<file path="src/rtl/approx_error_monitor.sv">
`default_nettype none
// ============================================================================
// Module      : approx_error_monitor
// Description : Recomputes the exact sum for each {s_pi, s_po} sample from an
//               approximate adder and accumulates error metrics over a run.
//               Optional per-bit flip counters: define APPROX_ERR_BITFLIP_EN.
// Revision    : 1.0 - initial release
// ============================================================================
module approx_error_monitor #(
  parameter int IN_W  = 8,
  parameter int OUT_W = 5,
  parameter int CNT_W = 16,
  parameter int ACC_W = 24
) (
  input  logic             clk,
  input  logic             rst_n,
  input  logic             start,
  input  logic [CNT_W-1:0] num_samples,
  input  logic             s_valid,
  output logic             s_ready,
  input  logic [IN_W-1:0]  s_pi,
  input  logic [OUT_W-1:0] s_po,
  output logic             busy,
  output logic             done,
  output logic [CNT_W-1:0] sample_cnt,
  output logic [CNT_W-1:0] err_cnt,
  output logic [ACC_W-1:0] err_sum,
  output logic [CNT_W-1:0] err_max
`ifdef APPROX_ERR_BITFLIP_EN
  ,
  output logic [OUT_W*CNT_W-1:0] bit_err
`endif
);

  localparam int HALF = IN_W / 2;

  localparam logic [1:0] c_st_idle  = 2'd0;
  localparam logic [1:0] c_st_run   = 2'd1;
  localparam logic [1:0] c_st_drain = 2'd2;
  localparam logic [1:0] c_st_done  = 2'd3;

  localparam logic [CNT_W-1:0] c_cnt_one = {{(CNT_W-1){1'b0}}, 1'b1};

  logic [1:0]       r_state, w_next;
  logic [CNT_W-1:0] r_target, r_xfer_cnt, w_xfer_next;
  logic             r_s1_valid, r_s1_mis;
  logic [OUT_W-1:0] r_s1_diff;
  logic [CNT_W-1:0] r_sample_cnt, r_err_cnt, r_err_max;
  logic [ACC_W-1:0] r_err_sum;

  logic [OUT_W-1:0] w_exact, w_diff;
  logic [ACC_W:0]   w_sum_ext;
  logic [CNT_W-1:0] w_diff_ext;
  logic             w_xfer, w_start_acc;

  assign w_exact = {{(OUT_W-HALF){1'b0}}, s_pi[HALF-1:0]}
                 + {{(OUT_W-HALF){1'b0}}, s_pi[IN_W-1:HALF]};
  // Magnitude of the signed difference, taken without a wider intermediate.
  assign w_diff      = (s_po >= w_exact) ? (s_po - w_exact) : (w_exact - s_po);
  assign w_xfer      = s_valid && (r_state == c_st_run);
  assign w_start_acc = start && ((r_state == c_st_idle) || (r_state == c_st_done));
  assign w_xfer_next = r_xfer_cnt + c_cnt_one;
  assign w_sum_ext   = {1'b0, r_err_sum} + {{(ACC_W+1-OUT_W){1'b0}}, r_s1_diff};
  assign w_diff_ext  = {{(CNT_W-OUT_W){1'b0}}, r_s1_diff};

  always_ff @(posedge clk) begin
    if (!rst_n) r_state <= c_st_idle;
    else        r_state <= w_next;
  end

  always_comb begin
    w_next = r_state;
    case (r_state)
      c_st_idle, c_st_done: begin
        if (start) w_next = (num_samples == '0) ? c_st_done : c_st_run;
      end
      c_st_run: begin
        if (w_xfer && (w_xfer_next == r_target)) w_next = c_st_drain;
      end
      c_st_drain: begin
        if (!r_s1_valid) w_next = c_st_done;
      end
      default: w_next = c_st_idle;
    endcase
  end

  always_comb begin
    s_ready = (r_state == c_st_run);
    busy    = (r_state == c_st_run) || (r_state == c_st_drain);
    done    = (r_state == c_st_done);
  end

  always_ff @(posedge clk) begin
    if (!rst_n) begin
      r_s1_valid   <= 1'b0;
      r_s1_mis     <= 1'b0;
      r_s1_diff    <= '0;
      r_target     <= '0;
      r_xfer_cnt   <= '0;
      r_sample_cnt <= '0;
      r_err_cnt    <= '0;
      r_err_sum    <= '0;
      r_err_max    <= '0;
    end else begin
      r_s1_valid <= w_xfer;
      if (w_xfer) begin
        r_s1_diff <= w_diff;
        r_s1_mis  <= (s_po != w_exact);
      end
      if (w_start_acc) begin
        r_target     <= num_samples;
        r_xfer_cnt   <= '0;
        r_sample_cnt <= '0;
        r_err_cnt    <= '0;
        r_err_sum    <= '0;
        r_err_max    <= '0;
      end else begin
        if (w_xfer) r_xfer_cnt <= w_xfer_next;
        if (r_s1_valid) begin
          if (r_sample_cnt != '1)          r_sample_cnt <= r_sample_cnt + c_cnt_one;
          if (r_s1_mis && r_err_cnt != '1) r_err_cnt    <= r_err_cnt + c_cnt_one;
          r_err_sum <= w_sum_ext[ACC_W] ? '1 : w_sum_ext[ACC_W-1:0];
          if (w_diff_ext > r_err_max)      r_err_max    <= w_diff_ext;
        end
      end
    end
  end

  assign sample_cnt = r_sample_cnt;
  assign err_cnt    = r_err_cnt;
  assign err_sum    = r_err_sum;
  assign err_max    = r_err_max;

`ifdef APPROX_ERR_BITFLIP_EN
  logic [OUT_W-1:0] r_s1_flip;
  logic [CNT_W-1:0] r_bit_err [OUT_W];

  always_ff @(posedge clk) begin
    if (!rst_n) begin
      r_s1_flip <= '0;
      for (int i = 0; i < OUT_W; i++) r_bit_err[i] <= '0;
    end else begin
      if (w_xfer) r_s1_flip <= s_po ^ w_exact;
      for (int i = 0; i < OUT_W; i++) begin
        if (w_start_acc)
          r_bit_err[i] <= '0;
        else if (r_s1_valid && r_s1_flip[i] && (r_bit_err[i] != '1))
          r_bit_err[i] <= r_bit_err[i] + c_cnt_one;
      end
    end
  end

  for (genvar g = 0; g < OUT_W; g++) begin : g_bit_err
    assign bit_err[g*CNT_W +: CNT_W] = r_bit_err[g];
  end
`endif

endmodule
`default_nettype wire

</file>
<file path="config.mk">
export PLATFORM = sky130hd
export DESIGN_NAME = approx_error_monitor
export DESIGN_NICKNAME = d
export VERILOG_FILES = /design/src/rtl/approx_error_monitor.sv
export SDC_FILE = /design/constraint.sdc
export NUM_CORES = 1
export LEC_CHECK = 0
export CAP_MARGIN = 40
export CORE_UTILIZATION = 57
export CTS_BUF_LIST = sky130_fd_sc_hd__clkbuf_16
export DETAILED_ROUTE_END_ITERATION = 12
export PLACE_DENSITY = 0.92
export SLEW_MARGIN = 20
export SYNTH_ARGS = -nofsm -noshare
export SYNTH_HDL_FRONTEND = slang
export SYNTH_SLANG_ARGS = --single-unit
</file>
<file path="constraint.sdc">
create_clock -name clk -period 8.8 [get_ports clk]
set_input_delay 1.76 -clock clk [delete_from_list [all_inputs] [get_ports clk]]
set_output_delay 1.76 -clock clk [all_outputs]
set_load 0.01 [all_outputs]
</file>
==> flow_summary.toml, run 1 <==
[pwr]
peakVddDrop_mv = 0.1063
p_leak_nw = 2.681
power_mw = 1.240
clockPowerShare_pct = 31.1
power.switching_mw = 0.4133
comb_power_share_pct = 26.1
pwr_density_cell_nw_per_um2 = 175.2
power_frac_seq_pct = 42.7
p_int_mw = 0.8267
swShare_pct = 33.33

[critical_path]
path_class = "input port to flop"
critical-path-slowest-cell = "fa_1"
critPathArrivalTime_ns = 5.02
worstPathRequired_ns = 8.99
start_kind = "input port"
critical_path_peak_fanout = 5
path_cells = "clkdlybuf4s50_1 > ha_1 > inv_1 > fa_1 > inv_1 > ha_1 > a21o_1 > a21oi_1 > o211ai_1 > o311ai_0 > a31o_2 > a31oi_1"
slowest_delay_ns = 0.55
critPathCaptureType = "flop"

[global_routing]
grt_pass1_vias = 4985
antenna_found_initial = 0
grt_max_degree = 69
grt.overflow.total = 0
grt.total_usage_pct = 26.87
grt_pass1_wl_um = 22400

[synth]
synth_edf_count = 0
syn_area_per_cell_um2 = 8.325
ys_seq_area_share_pct = 35.39
ys.flop_type = "dfxtp_1"
netlist_instances = 693
ys_ff_latch = 102
async_flop_share_pct = 0
yosys_warnings = 0
synth_cell_types = 63
synthesis.area_um2 = 5769

[sta]
final_max_slew_viol_count = 0
fmax_mhz = 206.9
fin_crit_ns = 4.833
rsz0062_at_grt = "no"
hold_viol_final = 0
worstMarginPinSlew_ns = 0.7683
fin_crit_sh_pct = 54.92
slew_headroom_pct = 48.78
tns_ns = 0
setup_violations = 0
skew_ns = 0.01066

[floorplan]
die-height_um = 102.6
initial_core_util_pct = 59.02
die_w_um = 102.6
io_pins = 108
std_cell_rows = 36
dieArea_um2 = 10530
core_um2 = 9774

[clock_network]
post_cts_buffers = 0
clk_path_buf_depth = 2
cts_tree = "built"
hold_buffers = 0
h-tree-depth = 3
cts_buffers = 9
insertion_delay_ns = 0.34
clkSinkCount = 102
path_clk_slew_ns = 0.07
cts-root-buf = "clkbuf_16"
postCtsResizedCells = 0

[final_layout]
antenna_cells = 0
multi_input_area_um2 = 3472
stdcell_area_um2 = 7077
drive_gt1_share_pct = 4.981
regArea_um2 = 2042
fill_cells = 726
area_growth_pct = 22.66
nNetsFinal = 845

[drt]
drt.antenna.violating_nets = 0
post_drt_wl_per_cell_um = 14.96
drt-pass1-iter-count = 5
first_iter_violations = 255
via_per_inst = 5.643
vias = 5169
drcViolationCount = 0
wl_um = 13700

[placed_design]
gp_congestion = 0.9245
postPlaceCellArea_um2 = 6769
dpl.hpwl_um = 10080
port-buffer-count = 96

[outcome]
outcome = "completed"

[worst_hold_path]
hold_class = "flop to flop"

[job]
maxCapViolCount = 0
## cells in the mapped netlist (all sizes together), types with 2 or more instances
master  number  area share, %
a31oi        8           0.98
a41o         2           0.35
nand4       17            2.2
o211ai       3           0.39
nor3b        2           0.35
nand2       93            6.1
nand3       30            2.9
xnor2       33            5.0
clkbuf      17            1.1
a21o         6           0.78
buf         17            1.9
and4         4           0.61
a21oi       29            2.5
nor4        10            1.2
or3          9           0.98
ha          30            6.5
nand2b       5           0.54
o221a        5           0.98
nor2        77            5.0
a22oi        2           0.26
a211oi       3           0.48
o21ai       27            2.3
nor2b        4           0.43
or2          2           0.22
o211a        4           0.69
fa           4            1.4
dfxtp      102             35
and2         6           0.65
mux2i       12            2.1
a21boi      17            2.2
xor2        42            6.4
a211o        2           0.30
nor3        12            1.3
inv         32            2.1
o311ai       2           0.30
and3        10            1.1
## cells by family (layout without fill, tap and decap cells)
group	count (synthesis)	after routing	share of synthesized area, %
other cells	1	11	0.06500
flops	102	102	35.39
mux	13	13	2.277
xor+xnor	75	75	11.39
simple gates	283	283	23.88
fa+ha+maj	35	35	8.068
buf+inv	66	146	5.118
compound gates	118	118	13.81
## placed cells by master (no fill, tap or decap), types with 5 or more instances in the layout
| cell type | n |
|---|---|
| or3_1 | 9 |
| clkdlybuf4s50_1 | 96 |
| and2_1 | 6 |
| conb_1 | 11 |
| a21o_1 | 6 |
| a21boi_0 | 17 |
| a21oi_1 | 29 |
| mux2i_1 | 12 |
| ha_1 | 30 |
| dfxtp_1 | 102 |
| nand4_1 | 15 |
| nand2_1 | 92 |
| nand2b_1 | 5 |
| xor2_1 | 42 |
| o221a_2 | 5 |
| clkbuf_16 | 9 |
| nor2_1 | 77 |
| xnor2_1 | 33 |
| and3_1 | 10 |
| inv_1 | 32 |
| nor3_1 | 10 |
| nand3_1 | 26 |
| a31oi_1 | 7 |
| o21ai_0 | 26 |
| nor4_1 | 9 |
## state kept, by name, indices dropped and copies added, names as in the netlist
signal / cells
err_cnt: 16
r_state: 2
r_s1_valid: 1
r_xfer_cnt: 16
sample_cnt: 16
r_target: 16
r_s1_diff: 5
err_sum: 24
err_max: 5
r_s1_mis: 1
## final timing paths
check	cells after the start	end	startpoint	slack, ns
setup / recovery	12	r_s1_diff[4]	s_pi[0]	3.97
setup reg to reg	9	r_state[0]	r_xfer_cnt[0]	6.18
hold / removal	2	r_target[12]	r_target[12]	0.48
hold reg to reg	2	r_target[12]	r_target[12]	0.48
## power groups by stage
stage / combinational (mW) / clock (mW) / sequential (mW)
after CTS: 0.321 / 0.392 / 0.529
after global routing: 0.358 / 0.412 / 0.534
after detailed placement: 0.318 / 0 / 0.539
after global placement: 0.300 / 0 / 0.537
final: 0.324 / 0.386 / 0.530
after floorplan: 0.235 / 0 / 0.528
## critical path: cells and delay by family
kind / cells / cell delay, ns
buffers and inverters: 3 / 0.61
adder cells (fa/ha/maj): 3 / 1.04
AO/OA/AOI/OAI: 6 / 1.61
## cell type report
type / count / area share, %
inverter: 32 / 1.697
clock buffer: 9 / 3.182
tap: 133 / 2.351
clock inverter: 7 / 0.9547
timing repair buffer: 98 / 13.90
sequential: 102 / 28.85
multi-input combinational: 535 / 49.06
## metal layers
metal  up-vias  global-route usage, %  wire, um
met5         -                      0         0
li1       2545                      -         -
met2       154                  49.85      7219
met4         0                  11.10       391
met3        32                  3.254       495
met1      2438                  31.09      5598
## per-stage QoR
stage / setup slack [ns] / instances / utilization (%) / hold WS (ns)
after CTS: 4.035 / 915 / 72.25 / 0.4912
after floorplan: 4.537 / 703 / - / 0.4551
after global placement: 3.925 / 899 / 69.25 / 0.4631
after detailed placement: 3.693 / 899 / 69.25 / 0.4704
after global routing: 3.746 / 916 / 72.40 / 0.5110
final: 3.967 / 916 / 72.40 / 0.4795
Note: power is estimated with default switching activity, not from simulation.
==> run 2, diff against run 1 <==
CORE_UTILIZATION = 48   (was 57)
PLACE_DENSITY = 0.83   (was 0.92)
clock period = 4 ns   (was 8.8 ns; I/O delays follow)
==> run 2 against run 1 <==
  * Clock-buffer cell count unchanged
  * Global-route usage shrank 6.0 points
  * Utilization fell by 11 points
  * Sequential power up 120%
  * Combinational power rose by 120%
  * Clock skew up 0.0047 ns
  * Cell area grew 0.71%
  * Critical path type unchanged
  * The run now ends with design-rule violations left
  * Sequential share of layout area decreased by 0.20 points
==> flow_summary.toml, run 2 (synthesis gave the netlist of run 1 again) <==
[clock_network]
hold_buffers = 0
path_clk_slew_ns = 0.07
cts_buffers = 9
postCtsResizedCells = 0
cts_tree = "built"
clk_path_buf_depth = 2
clkSinkCount = 102
cts-root-buf = "clkbuf_16"
insertion_delay_ns = 0.34
h-tree-depth = 3
post_cts_buffers = 0

[critical_path]
start_kind = "input port"
slowest_delay_ns = 0.55
crit_family = "compound AO/OA/AOI/OAI gates"
worst-path-buf-inv = 3
path_cells = "clkdlybuf4s50_1 > ha_1 > inv_1 > fa_1 > inv_1 > ha_1 > a21o_1 > a21oi_1 > o211ai_1 > o311ai_0 > a31o_2 > a31oi_1"
critPathCaptureType = "flop"
path_class = "input port to flop"
critPathArrivalTime_ns = 3.78
worstPathRequired_ns = 4.22
rrSetupSlack_ns = 1.46
critical-path-slowest-cell = "fa_1"
critical_path_peak_fanout = 3

[drt]
drt.antenna.violating_nets = 0
via_per_inst = 5.328
drcViolationCount = 4
post_drt_wl_per_cell_um = 13.25
wl_um = 12310
vias = 4950
first_iter_violations = 258
drt-pass1-iter-count = 9

[job]
maxCapViolCount = 0

[placed_design]
dpl.hpwl_um = 9224
gp_congestion = 0.8308
dp_cells = 913
postPlaceCellArea_um2 = 6824
port-buffer-count = 96

[global_routing]
grt.total_usage_pct = 20.83
grt.overflow.total = 0
met2_usage_pct = 35.57
grt_pass1_wl_um = 21620
busiest_layer = "met2"
use_met3_pct = 3.538
antenna_found_initial = 0
grt_max_degree = 31
grt_pass1_vias = 4761
grtUsageMet1_pct = 26.61

[floorplan]
die_w_um = 111.6
initial_core_util_pct = 49.89
io_pins = 108
core_um2 = 11560
dieArea_um2 = 12460
die-height_um = 111.6
std_cell_rows = 39

[final_layout]
stdcell_count = 929
fill_cells = 1003
layout_common_cells = "102 x dfxtp_1, 96 x clkdlybuf4s50_1, 92 x nand2_1, 77 x nor2_1, 42 x xor2_1"
final_common_cell = "dfxtp_1"
drive_gt1_share_pct = 5.344
antenna_cells = 0
area_growth_pct = 23.53
nNetsFinal = 848
stdcell_area_um2 = 7127
largest_reg_flops = 24
final_core_util_pct = 61.63

[sta]
fin_crit_sh_pct = 89.08
hold_viol_final = 0
fin_crit_ns = 3.563
timing.hold.ws_ns = 0.4833
final_max_slew_viol_count = 0
tns_ns = 0
worstMarginPinSlew_ns = 0.6292
fmax_mhz = 280.7
skew_ns = 0.01540
rsz0062_at_grt = "no"
slew_headroom_pct = 58.00
setup_violations = 0

[worst_hold_path]
hold_class = "flop to flop"

[outcome]
violations = "design-rule violations"
outcome = "complete, but fails checks"

[pwr]
pwr_density_cell_nw_per_um2 = 387.8
peakVddDrop_mv = 0.2546
p_leak_nw = 2.700
==> run 2: worst paths after layout <==
kind,cells after the start,end,start
setup / recovery,12,r_s1_diff[4],s_pi[0]
hold / removal,2,r_target[1],r_target[1]
setup reg to reg,8,r_state[1],r_xfer_cnt[0]
hold reg to reg,2,r_target[1],r_target[1]
==> run 2: power by group <==
| group | total [mW] | switching, mW | internal (mW) |
|---|---|---|---|
| clock network | 0.890 | 0.396 | 0.493 |
| registers | 1.16 | 0.0761 | 1.08 |
| logic | 0.715 | 0.403 | 0.312 |
==> run 2: layout make-up <==
class                   instances  area, um^2  share of cell area (%)
repair buffers                101        1011                   14.19
flip-flops and latches        102        2042                   28.65
clock buffers                   9       225.2                   3.160
well taps                     143       178.9                   2.511
clock inverters                 7       77.57                   1.088
inverters                      32       120.1                   1.685
multi-input cells             535        3472                   48.72
==> run 2: through the flow <==
step	power (mW)	setup WS, ns
after floorplan	1.678	0.6974
after global placement	1.881	0.2240
after detailed placement	1.898	0.1334
after CTS	2.789	0.4905
after global routing	2.930	0.2730
final	2.764	0.4370
==> run 2: layer usage <==
layer  share of wire, %  up-vias  wire (um)
met2                 48       84       5890
met1                 47     2306       5797
met3                3.2       14        397
met5                  0        -          0
met4                1.8        0        227
li1                   -     2546          -
==> run 2: worst register-to-register path, stage by stage (launching register included) <==
cell	delay (ns)
dfxtp_1	0.48
ha_1	0.36
nand3_2	0.22
or3_1	0.48
o21ai_0	0.31
a211oi_2	0.08
nand4_2	0.16
nor3_1	0.08
a211o_1	0.27
